[config.mk]
export PLATFORM = sky130hd
export DESIGN_NAME = mem_lsu_flat
export DESIGN_NICKNAME = d
export VERILOG_FILES = /design/src/rtl/mem_lsu_pkg.sv /design/src/rtl/mem_lsu_if.sv /design/src/rtl/mem_lsu_align.sv /design/src/rtl/mem_lsu.sv /design/src/flat_wrapper.sv
export SDC_FILE = /design/constraint.sdc
export NUM_CORES = 1
export LEC_CHECK = 0
export ABC_AREA = 0
export BUFFER_PORTS_ARGS = -buffer_cell sky130_fd_sc_hd__buf_2
export CORE_ASPECT_RATIO = 1.5
export CORE_MARGIN = 3
export CORE_UTILIZATION = 50
export DETAILED_ROUTE_END_ITERATION = 7
export PLACE_DENSITY = 0.88
export SLEW_MARGIN = 15
export SYNTH_ARGS = -nofsm -noshare
export SYNTH_HDL_FRONTEND = slang
export SYNTH_SLANG_ARGS = --single-unit
[constraint.sdc]
create_clock -name clk -period 7.1 [get_ports clk]
set_clock_uncertainty 0.1 [all_clocks]
set_input_delay 1.065 -clock clk [delete_from_list [all_inputs] [get_ports clk]]
set_output_delay 1.065 -clock clk [all_outputs]
set_load 0.02 [all_outputs]
[src/rtl/mem_lsu_pkg.sv]
// mem_lsu_pkg: shared widths, load/store opcodes, LSU state encodings and opcode decode helpers
package mem_lsu_pkg;
    localparam int RegBus = 32;
    localparam int RegAddrBus = 5;
    localparam int AluOpBus = 8;
    localparam logic [AluOpBus-1:0] EXE_ADD_OP = 8'h20;
    localparam logic [AluOpBus-1:0] EXE_LB_OP = 8'h40;
    localparam logic [AluOpBus-1:0] EXE_LH_OP = 8'h41;
    localparam logic [AluOpBus-1:0] EXE_LW_OP = 8'h42;
    localparam logic [AluOpBus-1:0] EXE_LBU_OP = 8'h44;
    localparam logic [AluOpBus-1:0] EXE_LHU_OP = 8'h45;
    localparam logic [AluOpBus-1:0] EXE_SB_OP = 8'h48;
    localparam logic [AluOpBus-1:0] EXE_SH_OP = 8'h49;
    localparam logic [AluOpBus-1:0] EXE_SW_OP = 8'h4a;
    localparam logic [2:0] EXE_RES_LOAD_STORE = 3'b111;
    localparam logic [0:0] LSU_IDLE = 1'b0;
    localparam logic [0:0] LSU_BUS = 1'b1;

    typedef enum logic [1:0] {SZ_B, SZ_H, SZ_W, SZ_NONE} size_e;

    function automatic size_e op_size(input logic [AluOpBus-1:0] op);
        return (op inside {EXE_LB_OP, EXE_LBU_OP, EXE_SB_OP}) ? SZ_B :
               (op inside {EXE_LH_OP, EXE_LHU_OP, EXE_SH_OP}) ? SZ_H :
               (op inside {EXE_LW_OP, EXE_SW_OP}) ? SZ_W : SZ_NONE;
    endfunction

    function automatic logic is_store(input logic [AluOpBus-1:0] op);
        return op inside {EXE_SB_OP, EXE_SH_OP, EXE_SW_OP};
    endfunction

    function automatic logic is_signed_load(input logic [AluOpBus-1:0] op);
        return op inside {EXE_LB_OP, EXE_LH_OP};
    endfunction
endpackage

[src/rtl/mem_lsu_if.sv]
// mem_lsu_if: data-bus request/acknowledge channel between the LSU and the data memory
interface mem_lsu_if;
    logic        req;
    logic        we;
    logic [31:0] addr;
    logic [31:0] wdata;
    logic [3:0]  sel;
    logic        ack;
    logic [31:0] rdata;
    modport master(output req, we, addr, wdata, sel, input ack, rdata);
    modport slave(input req, we, addr, wdata, sel, output ack, rdata);
endinterface

[src/rtl/mem_lsu_align.sv]
// mem_lsu_align: byte-lane select, store replication, misalign detect and load extension
module mem_lsu_align
    import mem_lsu_pkg::*;
(
    input  logic [AluOpBus-1:0] op,
    input  logic [1:0]          off,
    input  logic [31:0]         sdata,
    output logic [3:0]          sel,
    output logic [31:0]         wdata,
    output logic                misalign,
    input  logic [AluOpBus-1:0] ld_op,
    input  logic [1:0]          ld_off,
    input  logic [31:0]         rdata,
    output logic [31:0]         ldata
);
    size_e       sz;
    size_e       ld_sz;
    logic [31:0] sh;
    logic        sx;

    always_comb begin
        sz = op_size(op);
        sel = sz == SZ_B ? 4'b0001 << off : sz == SZ_H ? (off[1] ? 4'b1100 : 4'b0011) : 4'b1111;
        wdata = sz == SZ_B ? {4{sdata[7:0]}} : sz == SZ_H ? {2{sdata[15:0]}} : sdata;
        misalign = (sz == SZ_H && off[0]) || (sz == SZ_W && off != 2'b00);
        ld_sz = op_size(ld_op);
        sx = is_signed_load(ld_op);
        sh = rdata >> {ld_off, 3'b000};
        ldata = ld_sz == SZ_B ? {{24{sx & sh[7]}}, sh[7:0]} :
                ld_sz == SZ_H ? {{16{sx & sh[15]}}, sh[15:0]} : rdata;
    end
endmodule

[src/rtl/mem_lsu.sv]
// mem_lsu: memory-access stage; passes ALU results through and runs load/store bus transactions
module mem_lsu
    import mem_lsu_pkg::*;
(
    input  logic                  clk,
    input  logic                  rst,
    input  logic                  valid_i,
    input  logic [AluOpBus-1:0]   aluop_i,
    input  logic [RegAddrBus-1:0] reg_waddr_i,
    input  logic                  reg_we_i,
    input  logic [RegBus-1:0]     reg_wdata_i,
    input  logic [RegBus-1:0]     store_data_i,
    output logic                  stallreq_o,
    output logic                  valid_o,
    output logic [RegAddrBus-1:0] reg_waddr_o,
    output logic                  reg_we_o,
    output logic [RegBus-1:0]     reg_wdata_o,
    output logic                  misalign_o,
    mem_lsu_if.master             bus
);
    logic [0:0]          state;
    logic [AluOpBus-1:0] op_q;
    logic [1:0]          off_q;
    logic                we_q;
    logic                mem_op;
    logic                misalign;
    logic                go;
    logic [3:0]          sel;
    logic [31:0]         wdata;
    logic [31:0]         ldata;

    mem_lsu_align u_align (
        .op       (aluop_i),
        .off      (reg_wdata_i[1:0]),
        .sdata    (store_data_i),
        .sel      (sel),
        .wdata    (wdata),
        .misalign (misalign),
        .ld_op    (op_q),
        .ld_off   (off_q),
        .rdata    (bus.rdata),
        .ldata    (ldata)
    );

    assign mem_op = op_size(aluop_i) != SZ_NONE;
    assign go = valid_i && mem_op && !misalign;
    assign stallreq_o = (state == LSU_IDLE && go) || (state == LSU_BUS && !bus.ack);

    always_ff @(posedge clk or posedge rst) begin
        if (rst) begin
            state <= LSU_IDLE;
            op_q <= '0;
            off_q <= '0;
            we_q <= 1'b0;
            valid_o <= 1'b0;
            reg_waddr_o <= '0;
            reg_we_o <= 1'b0;
            reg_wdata_o <= '0;
            misalign_o <= 1'b0;
            bus.req <= 1'b0;
            bus.we <= 1'b0;
            bus.addr <= '0;
            bus.wdata <= '0;
            bus.sel <= '0;
        end else if (state == LSU_IDLE) begin
            valid_o <= valid_i && !go;
            misalign_o <= valid_i && mem_op && misalign;
            if (valid_i) begin
                reg_waddr_o <= reg_waddr_i;
                reg_we_o <= reg_we_i && !mem_op;
                reg_wdata_o <= reg_wdata_i;
            end
            if (go) begin
                op_q <= aluop_i;
                off_q <= reg_wdata_i[1:0];
                we_q <= reg_we_i;
                bus.req <= 1'b1;
                bus.we <= is_store(aluop_i);
                bus.addr <= {reg_wdata_i[31:2], 2'b00};
                bus.wdata <= wdata;
                bus.sel <= sel;
                state <= LSU_BUS;
            end
        end else if (bus.ack) begin
            // request fields other than req are left as-is; only req qualifies them
            bus.req <= 1'b0;
            state <= LSU_IDLE;
            valid_o <= 1'b1;
            reg_we_o <= we_q && !is_store(op_q);
            reg_wdata_o <= is_store(op_q) ? reg_wdata_o : ldata;
        end
    end
endmodule

[src/flat_wrapper.sv]
// flat-port wrapper written by rule: the top's interface ports become plain ports
module mem_lsu_flat import mem_lsu_pkg::*;
  (clk, rst, valid_i, aluop_i, reg_waddr_i, reg_we_i, reg_wdata_i, store_data_i, stallreq_o, valid_o, reg_waddr_o, reg_we_o, reg_wdata_o, misalign_o, bus_req, bus_we, bus_addr, bus_wdata, bus_sel, bus_ack, bus_rdata);
  mem_lsu_if bus_i ();
  input  logic clk;
  input  logic rst;
  input  logic valid_i;
  input  logic [AluOpBus-1:0] aluop_i;
  input  logic [RegAddrBus-1:0] reg_waddr_i;
  input  logic reg_we_i;
  input  logic [RegBus-1:0] reg_wdata_i;
  input  logic [RegBus-1:0] store_data_i;
  output logic stallreq_o;
  output logic valid_o;
  output logic [RegAddrBus-1:0] reg_waddr_o;
  output logic reg_we_o;
  output logic [RegBus-1:0] reg_wdata_o;
  output logic misalign_o;
  output wire logic [$bits(bus_i.req)-1:0] bus_req;
  output wire logic [$bits(bus_i.we)-1:0] bus_we;
  output wire logic [$bits(bus_i.addr)-1:0] bus_addr;
  output wire logic [$bits(bus_i.wdata)-1:0] bus_wdata;
  output wire logic [$bits(bus_i.sel)-1:0] bus_sel;
  input wire logic [$bits(bus_i.ack)-1:0] bus_ack;
  input wire logic [$bits(bus_i.rdata)-1:0] bus_rdata;
  assign bus_req = bus_i.req;
  assign bus_we = bus_i.we;
  assign bus_addr = bus_i.addr;
  assign bus_wdata = bus_i.wdata;
  assign bus_sel = bus_i.sel;
  assign bus_i.ack = bus_ack;
  assign bus_i.rdata = bus_rdata;
  mem_lsu u_core (.clk(clk), .rst(rst), .valid_i(valid_i), .aluop_i(aluop_i), .reg_waddr_i(reg_waddr_i), .reg_we_i(reg_we_i), .reg_wdata_i(reg_wdata_i), .store_data_i(store_data_i), .stallreq_o(stallreq_o), .valid_o(valid_o), .reg_waddr_o(reg_waddr_o), .reg_we_o(reg_we_o), .reg_wdata_o(reg_wdata_o), .misalign_o(misalign_o), .bus(bus_i));
endmodule
After elaboration in Yosys (flattened, before gate mapping):

Index checks and enable logic that the tools add are counted.

* register bits: 120
* output and inout bits: 111
* input port bits: 114
* word-level logic and storage cells: 105

* equality and inequality tests: 22
* mux-type cells: 28
* reductions and logical operators: 36
* shift operators: 2
* bitwise operators: 3

Operators with widths (number)
* 32-bit two-way mux: 8
* 8-bit by 7-bit equality test with 1-bit output (second input constant): 16
* 32-bit by 5-bit >> shifter with 16-bit output: 1
* 3-bit nonzero test: 6
* 1-bit two-way mux: 13
* 4-bit two-way mux: 3
* 2-bit nonzero test: 6
* 1-bit logical AND: 10
* 2-bit two-way mux: 4
* 2-bit AND reduction: 4
* 2-bit inequality test (second input constant): 3
* 1-bit logical NOT: 5
* 2-bit by 1-bit equality test with 1-bit output (second input constant): 2
* 2-bit logical NOT: 2
* 1-bit by 2-bit << shifter with 4-bit output (first input constant): 1
* 3-bit AND reduction: 1
* 1-bit AND: 2
* 2-bit equality test (second input constant): 1
* 1-bit logical OR: 2
* 1-bit inverter: 1

Depth between registers and ports, before layout:

* word-level depth: 13
* depth in mapped cells: 8
* mapped depth without buffers: 5

Modules after synthesis:

Synthesis repeated with hierarchy kept, for this count alone.

* cells, all modules: 595
* area total of the unflattened synthesis: 6726.5 µm²

Modules (own cells, without submodules)
* mem_lsu: sequential area each 3002.9 µm², cells each 406, instances 1, area each 5357.6 µm²
* mem_lsu_align: sequential area each 0.0 µm², cells each 189, instances 1, area each 1368.8 µm²

Worst setup path before layout:

OpenSTA, ideal clock, no wires.

* path type: input to output
* start: input port aluop_i[5]
* end: output port stallreq_o
* slack: 3498 ps
* buffers on the path: 2
* arrival time: 2437 ps
* cell stages on the path: 5
* data required time: 5935 ps
* cells stage by stage: nor4b_2 > nand3_1 > clkbuf_1 > buf_2 > o21ai_0

* word-level cells in the longest chain between the ends: 12
* elaborated cells between the ends (all ways): 25
* classes of those cells: eq/ne (11); mux (3); reduce/logical (11)

Ends and longest elaborated chain
* from (decl): RTL line flat_wrapper.sv:8 `input logic [AluOpBus-1:0] aluop_i;`
* 8-bit by 7-bit equality test with 1-bit output: RTL line mem_lsu_pkg.sv:24 `(op inside {EXE_LW_OP, EXE_SW_OP}) ? SZ_W : SZ_NONE;`
* 2-bit nonzero test: RTL line mem_lsu_pkg.sv:24
* 1-bit two-way mux: RTL line mem_lsu_pkg.sv:24
* 2-bit two-way mux: RTL line mem_lsu_pkg.sv:23 `(op inside {EXE_LH_OP, EXE_LHU_OP, EXE_SH_OP}) ? SZ_H :`
* 2-bit two-way mux *: RTL line mem_lsu_pkg.sv:22 `return (op inside {EXE_LB_OP, EXE_LBU_OP, EXE_SB_OP}) ? SZ_B :`
* 2-bit by 1-bit equality test with 1-bit output / 2-bit equality test (equally long branches): RTL line mem_lsu_align.sv:25 `misalign = (sz == SZ_H && off[0]) || (sz == SZ_W && off != 2'b00);`
* 1-bit logical AND: RTL line mem_lsu_align.sv:25
* 1-bit logical OR: RTL line mem_lsu_align.sv:25
* 1-bit logical NOT: RTL line mem_lsu.sv:46 `assign go = valid_i && mem_op && !misalign;`
* 1-bit logical AND *: RTL line mem_lsu.sv:46
* 1-bit logical AND *: RTL line mem_lsu.sv:47 `assign stallreq_o = (state == LSU_IDLE && go) || (state == LSU_BUS && !bus.ack);`
* 1-bit logical OR *: RTL line mem_lsu.sv:47
* to (decl): RTL line flat_wrapper.sv:13 `output logic stallreq_o;`

Mark *: on every way between the ends. The rest lies on a longest branch, timed or not.

Worst setup path in the final report:

Same ends and word-level chain as after synthesis.

==> results.json <==
{
  "die-area_sq_mm": 0.0132,
  "post-route-period-util_pct": 49.8,
  "num_io_pins": 225,
  "grt_setup_unrepaired": "false",
  "die_h_microns": 139,
  "wl_per_cell_microns": 18.2,
  "crit_path_kind": "in2out",
  "detail_route.wirelength.met1_mm": 6.68,
  "layout-drive-gt1-share_pct": 35.2,
  "clockRootBuffer": "sky130_fd_sc_hd__clkbuf_16",
  "synth_async_reset_ratio_pct": 100,
  "grt_overflow": 0,
  "htree_num_levels": 4,
  "grt_antenna_before_repair": 0,
  "post_cts.repair.setup_buffers": 0,
  "core_area_sq_mm": 0.0115,
  "initial_standard_cell_utilization_of_the_core_pct": 51.4,
  "cts-hold-fix-buffers": 0,
  "cts-root-to-sink-buffers": 2,
  "grt_pass1_vias": 5520,
  "min_period_ns": 3.54,
  "post_cts_resized": 0,
  "tritoncts": "done",
  "ys.flop_type": "sky130_fd_sc_hd__dfrtp_1",
  "report.final.setup_viol": 0,
  "tritoncts_num_sinks": 120,
  "syn-mean-instance-area_sq_um": 9.37,
  "top_layer": "met4",
  "drc": 0,
  "row_count": 48,
  "n_fill_cell": 947,
  "achievable-frequency_mhz": 283,
  "drtPass1Iterations": 4,
  "postRouteWirelength_mm": 18.1,
  "critical_path.max_fanout": 7,
  "diodes": 0,
  "vdd_ir_drop_max_v": 0.000237,
  "global_route.usage.total_pct": 27.7,
  "powerDensity_mw_per_mm2": 297,
  "postRouteAntennaNets": 0,
  "fin_setup_tns_ns": 0,
  "number_of_distinct_library_cell_variants_in_the_gate_level_netlist_after_synthesis": 46,
  "number_of_flops_mapped_to_enable_cells_by_yosys": 0,
  "clock_latency_ns": 0.41,
  "yosys_warn_count": 0,
  "tritoncts.num_buffers": 17,
  "timing.critical_path.to_type": "primary output",
  "die_w_microns": 94.9,
  "layout_nets": 947,
  "syn-instance-count": 632,
  "max_slew.worst_pin.slew_ns": 1.17,
  "grt_max_degree": 99,
  "critical_path_arrival_ns": 2.37,
  "detailroute.wirelength.met2_mm": 9.45,
  "clk_pin_slew_worst_paths_ns": 0.06,
  "hp-class": "reg2reg",
  "yosys_register_bits": 120,
  "place.port_buffers": 222,
  "power.leakage_nw": 4.03,
  "timing.max_slew.rel_slack_pct": 21.6,
  "drtIter0Drc": 355,
  "synth.yosys.seq_area_share_pct": 50.7,
  "syn_to_final_growth_pct": 29.5,
  "vias": 5620,
  "report.final.slew_viol_count": 0,
  "final_hold_viol_count": 0,
  "dr_wl_met3_mm": 1.37,
  "synthesis.area_sq_mm": 0.00592,
  "result_of_the_run": "completed",
  "grt_pass1_wl_mm": 28.3,
  "cap_violations": 0,
  "cp_data_required_time_ns": 5.93,
  "routed_via_density": 5.64,
  "timing.hold.ws_ns": 0.370,
  "post-dp-hpwl_mm": 12.8,
  "critPathLaunchType": "input pin",
  "globalplace.congestion": 0.914
}
## sequential cells by signal, indices dropped and copies added, names as in the netlist, 2 cells and up
signal and cells:
u_core.bus.sel 4, u_core.off_q 2, u_core.reg_wdata_o 32, u_core.bus.addr 30
u_core.op_q 8, u_core.reg_waddr_o 5, u_core.bus.wdata 32
## placed cells by master, fill, tap and decap left out, types with 3 or more instances in the layout
master                       count
sky130_fd_sc_hd__a21oi_1        42
sky130_fd_sc_hd__a221oi_1        6
sky130_fd_sc_hd__a221oi_2       10
sky130_fd_sc_hd__a22o_1         15
sky130_fd_sc_hd__a22oi_1         7
sky130_fd_sc_hd__and2_1          3
sky130_fd_sc_hd__buf_2         222
sky130_fd_sc_hd__buf_4           6
sky130_fd_sc_hd__clkbuf_16      17
sky130_fd_sc_hd__clkinvlp_4      6
sky130_fd_sc_hd__dfrtp_1       120
sky130_fd_sc_hd__inv_6           3
sky130_fd_sc_hd__mux2_2         12
sky130_fd_sc_hd__mux2i_1        25
sky130_fd_sc_hd__nand2_1       169
sky130_fd_sc_hd__nand3_1         3
sky130_fd_sc_hd__nor2_1         46
sky130_fd_sc_hd__nor2b_1        12
sky130_fd_sc_hd__o211ai_1        7
sky130_fd_sc_hd__o21ai_0        48
sky130_fd_sc_hd__o21ai_1        10
sky130_fd_sc_hd__o2bb2ai_1       7
sky130_fd_sc_hd__o32a_1          8
sky130_fd_sc_hd__or2_2           3
## metrics by stage
step | setup WS (ns) | power, mW | util [%] | area [sq um] | cells
finish | 3.56 | 2.28 | 66.5 | 7670 | 996
global route | 3.46 | 2.38 | 66.5 | 7670 | 996
CTS | 3.55 | 2.29 | 66.5 | 7670 | 996
detailed placement | 3.59 | 1.42 | 61.3 | 7070 | 964
global placement | 3.61 | 1.41 | 61.3 | 7070 | 964
floorplan | 2.75 | 1.22 | - | 5930 | 633
## path summary, 6_finish.rpt
| kind | from | endpoint | slack (ns) | cells after the start |
|---|---|---|---|---|
| worst max-delay path | aluop_i[5] | stallreq_o | 3.56 | 5 |
| worst min-delay path | u_core.bus.wdata[0] | u_core.bus.wdata[0] | 0.37 | 2 |
| worst max register to register | u_core.off_q[0] | u_core.reg_wdata_o[26] | 4.25 | 5 |
| worst min register to register | u_core.bus.wdata[0] | u_core.bus.wdata[0] | 0.37 | 2 |
| max in group asynchronous | rst | u_core.bus.addr[31] | 4.94 | 3 |
| min in group asynchronous | rst | u_core.bus.wdata[19] | 0.74 | 2 |
## routing by layer
metal,vias to the layer above,global-route usage [%]
met5,-,0
met2,266,46.5
met4,0,11.4
li1,2602,-
met1,2710,33.3
met3,42,7.14
## cell usage after synthesis (10+ instances only)
master                     number  share of area, %
sky130_fd_sc_hd__clkbuf_1      25               1.6
sky130_fd_sc_hd__buf_2         15               1.3
sky130_fd_sc_hd__mux2_2        12               2.3
sky130_fd_sc_hd__dfrtp_1      120                51
sky130_fd_sc_hd__nor2b_1       13               1.4
sky130_fd_sc_hd__a22o_1        15               2.2
sky130_fd_sc_hd__nor2_1        46               2.9
sky130_fd_sc_hd__mux2i_1       25               4.2
sky130_fd_sc_hd__a221oi_2      10               2.5
sky130_fd_sc_hd__o21ai_1       10              0.84
sky130_fd_sc_hd__o21ai_0       48               4.1
sky130_fd_sc_hd__a21oi_1       42               3.5
sky130_fd_sc_hd__nand2_1      169                11
## layout make-up
class	count	area [sq um]	area share, %
Tap cell	150	188	2.45
Clock inverter	13	145	1.89
Multi-Input combinational cell	461	2700	35.3
Sequential cell	120	3000	39.2
Timing Repair Buffer	228	1160	15.1
Inverter	5	21.3	0.277
Clock buffer	19	453	5.91
## kinds of logic (layout without fill, tap and decap cells)
logic type	Yosys count	in the layout	synth area share, %
buffers and inverters	52	265	3.99
and+or+nand+nor	251	251	18.4
AOI/OAI and AO/OA	170	170	20.0
other	1	2	0.0633
muxes	38	38	6.89
DFF	120	120	50.7
## power by group
group / switching [mW] / internal (mW) / total, mW
Sequential: 0.0754 / 0.788 / 0.864
Clock: 0.324 / 0.538 / 0.862
Combinational: 0.358 / 0.195 / 0.553
Total: 0.757 / 1.52 / 2.28
## worst max-delay path, stage by stage
cell and delay (ns):
sky130_fd_sc_hd__buf_2 0.10, sky130_fd_sc_hd__nor4b_2 0.69, sky130_fd_sc_hd__nand3_4 0.11, sky130_fd_sc_hd__o21ai_0 0.16, sky130_fd_sc_hd__buf_2 0.24
(Power assumes the default switching activity.)
